<file path="src/rtl/accum_frame_ctrl.sv">
// Frame accumulator in front of an external 4-bit combinational adder.
// Sums a valid/ready stream of nibbles into an 8-bit total per frame.
module accum_frame_ctrl #(
    parameter int unsigned MAX_OPS = 15
) (
    input  logic       clk,
    input  logic       rst_n,
    input  logic       in_valid,
    output logic       in_ready,
    input  logic [3:0] in_data,
    input  logic       in_last,
    output logic [3:0] add_a,
    output logic [3:0] add_b,
    input  logic [3:0] add_s,
    input  logic       add_c,
    output logic       out_valid,
    input  logic       out_ready,
    output logic [7:0] out_sum,
    output logic [3:0] out_count,
    output logic       out_err
);

    localparam logic [0:0] StAcc = 1'b0;
    localparam logic [0:0] StOut = 1'b1;

    localparam logic [3:0] MaxCnt = 4'(MAX_OPS);

    logic [0:0] state_q, state_d;
    logic [3:0] acc_lo_q, acc_lo_d;
    logic [3:0] acc_hi_q, acc_hi_d;
    logic [3:0] cnt_q, cnt_d;
    logic [7:0] out_sum_q, out_sum_d;
    logic [3:0] out_count_q, out_count_d;
    logic       out_err_q, out_err_d;

    logic       accept;
    logic       close;
    logic [3:0] cnt_inc;
    logic [3:0] acc_hi_inc;

    assign in_ready  = (state_q == StAcc);
    assign out_valid = (state_q == StOut);
    assign add_a     = acc_lo_q;
    assign add_b     = in_data;

    assign out_sum   = out_sum_q;
    assign out_count = out_count_q;
    assign out_err   = out_err_q;

    assign accept     = in_valid & in_ready;
    assign cnt_inc    = cnt_q + 4'd1;
    assign acc_hi_inc = acc_hi_q + {3'b000, add_c};
    // Force-close at MAX_OPS keeps the 8-bit total from ever wrapping.
    assign close      = accept & (in_last | (cnt_inc == MaxCnt));

    always_comb begin
        state_d     = state_q;
        acc_lo_d    = acc_lo_q;
        acc_hi_d    = acc_hi_q;
        cnt_d       = cnt_q;
        out_sum_d   = out_sum_q;
        out_count_d = out_count_q;
        out_err_d   = out_err_q;

        unique case (state_q)
            StAcc: begin
                if (accept) begin
                    acc_lo_d = add_s;
                    acc_hi_d = acc_hi_inc;
                    cnt_d    = cnt_inc;
                end
                if (close) begin
                    state_d     = StOut;
                    out_sum_d   = {acc_hi_inc, add_s};
                    out_count_d = cnt_inc;
                    out_err_d   = ~in_last;
                end
            end
            StOut: begin
                // Result registers keep their value after the handshake.
                if (out_ready) begin
                    state_d  = StAcc;
                    acc_lo_d = 4'd0;
                    acc_hi_d = 4'd0;
                    cnt_d    = 4'd0;
                end
            end
            default: begin
                state_d = StAcc;
            end
        endcase
    end

    always_ff @(posedge clk or negedge rst_n) begin
        if (!rst_n) begin
            state_q     <= StAcc;
            acc_lo_q    <= 4'd0;
            acc_hi_q    <= 4'd0;
            cnt_q       <= 4'd0;
            out_sum_q   <= 8'd0;
            out_count_q <= 4'd0;
            out_err_q   <= 1'b0;
        end else begin
            state_q     <= state_d;
            acc_lo_q    <= acc_lo_d;
            acc_hi_q    <= acc_hi_d;
            cnt_q       <= cnt_d;
            out_sum_q   <= out_sum_d;
            out_count_q <= out_count_d;
            out_err_q   <= out_err_d;
        end
    end

endmodule

</file>
<file path="config.mk">
export PLATFORM = sky130hd
export DESIGN_NAME = accum_frame_ctrl
export DESIGN_NICKNAME = d
export VERILOG_FILES = /design/src/rtl/accum_frame_ctrl.sv
export SDC_FILE = /design/constraint.sdc
export NUM_CORES = 1
export LEC_CHECK = 0
export CORE_AREA = 2 2 54 56
export DETAILED_ROUTE_END_ITERATION = 16
export DIE_AREA = 0 0 56 58
export GPL_TIMING_DRIVEN = 0
export MAX_ROUTING_LAYER = met4
export PLACE_DENSITY = 0.81
export SKIP_CTS_REPAIR_TIMING = 1
export SLEW_MARGIN = 15
export SYNTH_ARGS = -nofsm -noshare
export SYNTH_HDL_FRONTEND = slang
export SYNTH_SLANG_ARGS = --single-unit
</file>
<file path="constraint.sdc">
create_clock -name clk -period 3.2 [get_ports clk]
set_input_delay 0.8 -clock clk [delete_from_list [all_inputs] [get_ports clk]]
set_output_delay 0.8 -clock clk [all_outputs]
set_load 0.05 [all_outputs]
</file>
# Word-level counts from Yosys, hierarchy flattened
# Cells that the tools add are included.
word_totals:
  register_bits: 26
  latch_bits: 0
  mem_bits_rw: 0
  mem_bits_ro: 0
  inputBits: 14
  out_inout_bits: 23
  elab_cells: 29
  memories: 0
op_classes:
  n_addsub: 2
  multipliers: 0
  div_mod_pow: 0
  order_cmp: 0
  eq_ne: 3
  n_shift: 0
  mux: 10
  bitwise_logic: 5
  reduce_logical: 2
ops:
  columns: ["op", "n"]
  rows:
  - ["one-hot mux 4 bit (2 select lines)", 3]
  - ["2-to-1 mux 4 bit", 4]
  - ["adder 4 x 1 -> 4 bit", 1]
  - ["adder 4 x 1 -> 4 bit (second input constant)", 1]
  - ["equality test 4 bit (second input constant)", 1]
  - ["AND reduction 2 bit", 2]
  - ["AND 1 bit", 2]
  - ["2-to-1 mux 1 bit", 2]
  - ["inequality test 2 x 1 -> 1 bit (second input constant)", 1]
  - ["inequality test 2 bit (second input constant)", 1]
  - ["inverter 1 bit", 2]
  - ["one-hot mux 1 bit (2 select lines)", 1]
  - ["bitwise OR 1 bit", 1]

# Depth between registers and ports, before layout
depth:
  depth_word: 6
  ltp_mapped: 6
  depth_no_buf: 5

# Least setup slack after synthesis
# No wires, ideal clock.
synth_path:
  path_type: "flip-flop to output port"
  startpoint: "register state_q, in the netlist out_valid"
  endpoint: "output in_ready"
  arrival_time_ns: 1.229
  required_ns: 2.400
  slack_ns: 1.171
  stages_incl_launch_ff: 3
  path_cell_list: "dfrtp_1 > clkbuf_1 > inv_1"
synth_via:
  elab_chain_len: 1
synth_rtl:
  columns: ["element", "line", "rtl"]
  rows:
  - ["from (decl)", "28", "logic [0:0] state_q, state_d;"]
  - ["from (signal assigned)", "96", "state_q <= StAcc;"]
  - ["from (signal assigned)", "104", "state_q <= state_d;"]
  - ["inverter 1 bit (no line)", null, null]
  - ["to (decl)", "9", "output logic in_ready,"]
# Every way passes these cells.

# Worst setup path in the final report
# Ends and elaborated chain as after synthesis.

==> flow_metrics.tcl <==
set metrics [dict create \
    clock.fmax_mhz 365 \
    syn_area_per_cell_um2 11.5 \
    cts_root_buf "clkbuf_4" \
    synthAdderAreaFrac_pct 3.88 \
    dpl_cell_area_um2 1640 \
    endpoint "in_ready" \
    cp.arrival_ns 1.94 \
    place_congestion 0.759 \
    finClkSkew_ns 0.00751 \
    rsz0062_at_grt "no" \
    initial_utilization_pct 48.5 \
    cp_num_buf_inv 3 \
    crit_chain "clkbuf_1 -> inv_1 -> clkdlybuf4s50_1" \
    syn_inst 112 \
    status "finished, final reports clean" \
    seqCellArea_um2 651 \
    dp_worst_setup_slack_ns 0.602 \
    nNetsFinal 166 \
    drtAntennaViolNets 0 \
    yosys.area_share.simple_pct 9.79 \
    p_leak_nw 0.761 \
    io_pins 37 \
    synth_compound_area_share_pct 7.95 \
    synth_mux_area_share_pct 17.8 \
    dp_hpwl_um 1780 \
    synth_xor_area_share_pct 4.75 \
    drive_above_1_share_pct 16.3 \
    path_max_fanout 10 \
    layout_setup_ws_ns 0.464 \
    portBuffers 31 \
    cts.sinks 26 \
    final-setup-viol-count 0 \
    cts_tree "done" \
    maxSlewViolCount 0 \
    ys_warn_count 0 \
    ys_seq_area_share_pct 50.4 \
    syn-num-nets 130 \
    peakVddDrop_mv 0.597 \
    synth.top_cell.area_share_pct 50.4 \
    cpPeakStageDelay_ns 0.72 \
    core-area_um2 2660 \
    synthTopCellsByArea "dfrtp_1 (50%), mux2_4 (10%), mux2i_1 (5.4%)" \
    rr_worst_depth 6 \
    ys_seq_elements 26 \
    drc_errors 0 \
    die_w_um 56 \
    fin_area_um2 1670 \
    synth_top_family_by_area "multiplexers" \
    max_cap_violations 0 \
    clock_latency_ns 0.32 \
    fp.dieH_um 58 \
    multi_input_area_um2 571 \
    ys_types 28 \
    grt_usage_pct 16.8 \
    worstReg2RegStart "cnt_q[0]$_DFFE_PN0P_" \
    synth_area_leader_cell "dfrtp_1" \
    maxSlewHeadroom_pct 61.8 \
    first_pass_iters 4 \
    syn_area_um2 1290 \
    finalSetupTns_ns 0 \
    area_delta_synth_final_pct 29.5 \
    r2r_slack_ns 1.27 \
    instances_no_fill 178 \
    vias 938 \
    clk_pin_slew_ns 0.14 \
    grt_max_degree 27 \
    placed_cells 174 \
    diodes 0 \
    grt_pass1_vias 942 \
    h-tree-depth 1 \
    worstSetupStartpointType "flip-flop" \
    crit_family "buffers and inverters" \
    worstSetupPathType "flip-flop to output pin" \
    hold_viol 0 \
    die_area_um2 3250 \
    worst_r2r_endpoint "out_sum[5]$_DFFE_PN0P_" \
    clockBufferDepth 2 \
    fillCellCount 229 \
    antenna_found_initial 0 \
    cp-startpoint "out_valid$_DFF_PN0_" \
    wire_per_inst_um 13.8 \
    critPathSlowestCell "clkdlybuf4s50_1" \
    gr-total-overflow 0 \
    cp-end-kind "output pin" \
    cp.required_ns 2.40 \
    min_period_ns 2.74 \
    first_iter_violations 9 \
    grt_pass1_wl_um 4150 \
    hp-class "primary input to async pin" \
    num_rows 19 \
    finalCritPeriodShare_pct 85.5 \
    routed_wl_um 2460 \
    via_per_inst 5.27 \
    cts_buffers 3 \
    pwr_density_cell_nw_per_um2 842 \
    cp_num_cells 3 \
    tightest_slew_ns 0.573 \
]
==> placed cells by master, fill, tap and decap left out, types with 3 or more instances in the layout <==
cell             Yosys  routed
clkdlybuf4s50_1      0      30
dfrtp_1             26      26
nand2_1             18      18
mux2_4               9       9
mux2i_1              7       7
o21ai_0              7       7
o22ai_1              6       6
xor2_1               5       5
ha_1                 4       4
buf_4                4       4
inv_1                3       3
buf_2                2       3
clkbuf_4             0       3
==> stage by stage <==
stage / hold slack (ns) / power, mW / utilization (%)
after floorplan: 0.475 / 1.03 / -
after global placement: 0.466 / 1.23 / 61.6
after detailed placement: 0.469 / 1.25 / 61.6
after CTS: 0.501 / 1.42 / 63.0
after global routing: 0.477 / 1.49 / 62.8
final: 0.453 / 1.41 / 62.8
==> layout make-up <==
class	count	area share, %
timing repair buffer	31	18.3
multi-input combinational	74	34.1
inverter	3	0.674
tap	31	2.32
clock buffer	4	2.17
sequential	26	38.9
buffer	9	3.52
==> registers in the layout, indices dropped and copies added (netlist names) <==
name,flops
acc_hi_q,4
add_a,4
cnt_q,4
out_count,4
out_err,1
out_sum,8
out_valid,1
==> power breakdown <==
| group | switching [mW] | internal [mW] |
|---|---|---|
| clock network | 0.0969 | 0.0696 |
| registers | 0.0873 | 0.437 |
| logic | 0.429 | 0.288 |
==> synth_stat cells (all sizes together) <==
| library cell | count |
|---|---|
| inv | 3 |
| or2 | 1 |
| mux2i | 8 |
| a21oi | 1 |
| o21ai | 8 |
| xor2 | 5 |
| buf | 7 |
| and3b | 1 |
| nand2b | 1 |
| xnor2 | 2 |
| mux2 | 10 |
| nand3 | 2 |
| nor3b | 1 |
| o22ai | 6 |
| nor2b | 1 |
| nor2 | 2 |
| o22a | 1 |
| o21a | 1 |
| nand4 | 1 |
| nand2 | 18 |
| clkbuf | 2 |
| dfrtp | 26 |
| ha | 4 |
==> how the worst min path moves through the flow <==
stage	startpoint	endpoint	slack [ns]	depth (start not counted)
after floorplan	acc_hi_q[0]$_DFFE_PN0P_	acc_hi_q[0]$_DFFE_PN0P_	0.47	2
after global placement	out_count[3]$_DFFE_PN0P_	out_count[3]$_DFFE_PN0P_	0.47	2
after detailed placement	out_count[3]$_DFFE_PN0P_	out_count[3]$_DFFE_PN0P_	0.47	2
after CTS	out_count[3]$_DFFE_PN0P_	out_count[3]$_DFFE_PN0P_	0.50	2
after global routing	rst_n	out_count[3]$_DFFE_PN0P_	0.48	1
final	rst_n	cnt_q[0]$_DFFE_PN0P_	0.45	1
==> metal layers <==
layer / vias to the layer above / share of wire, % / track usage, % / wire (um)
met4: 0 / 0.57 / 7.82 / 14
met2: 31 / 47 / 26.7 / 1150
met3: 4 / 4.8 / 2.68 / 118
li1: 451 / - / - / -
met1: 452 / 48 / 21.3 / 1180
met5: - / 0 / - / 0
==> kinds of logic after synthesis <==
group | after synthesis
buffers and inverters | 12
adder cells (fa/ha/maj) | 4
AND/OR/NAND/NOR | 28
multiplexers | 18
AO/OA/AOI/OAI | 17
flip-flops | 26
XOR/XNOR | 7
(Power assumes the default switching activity.)
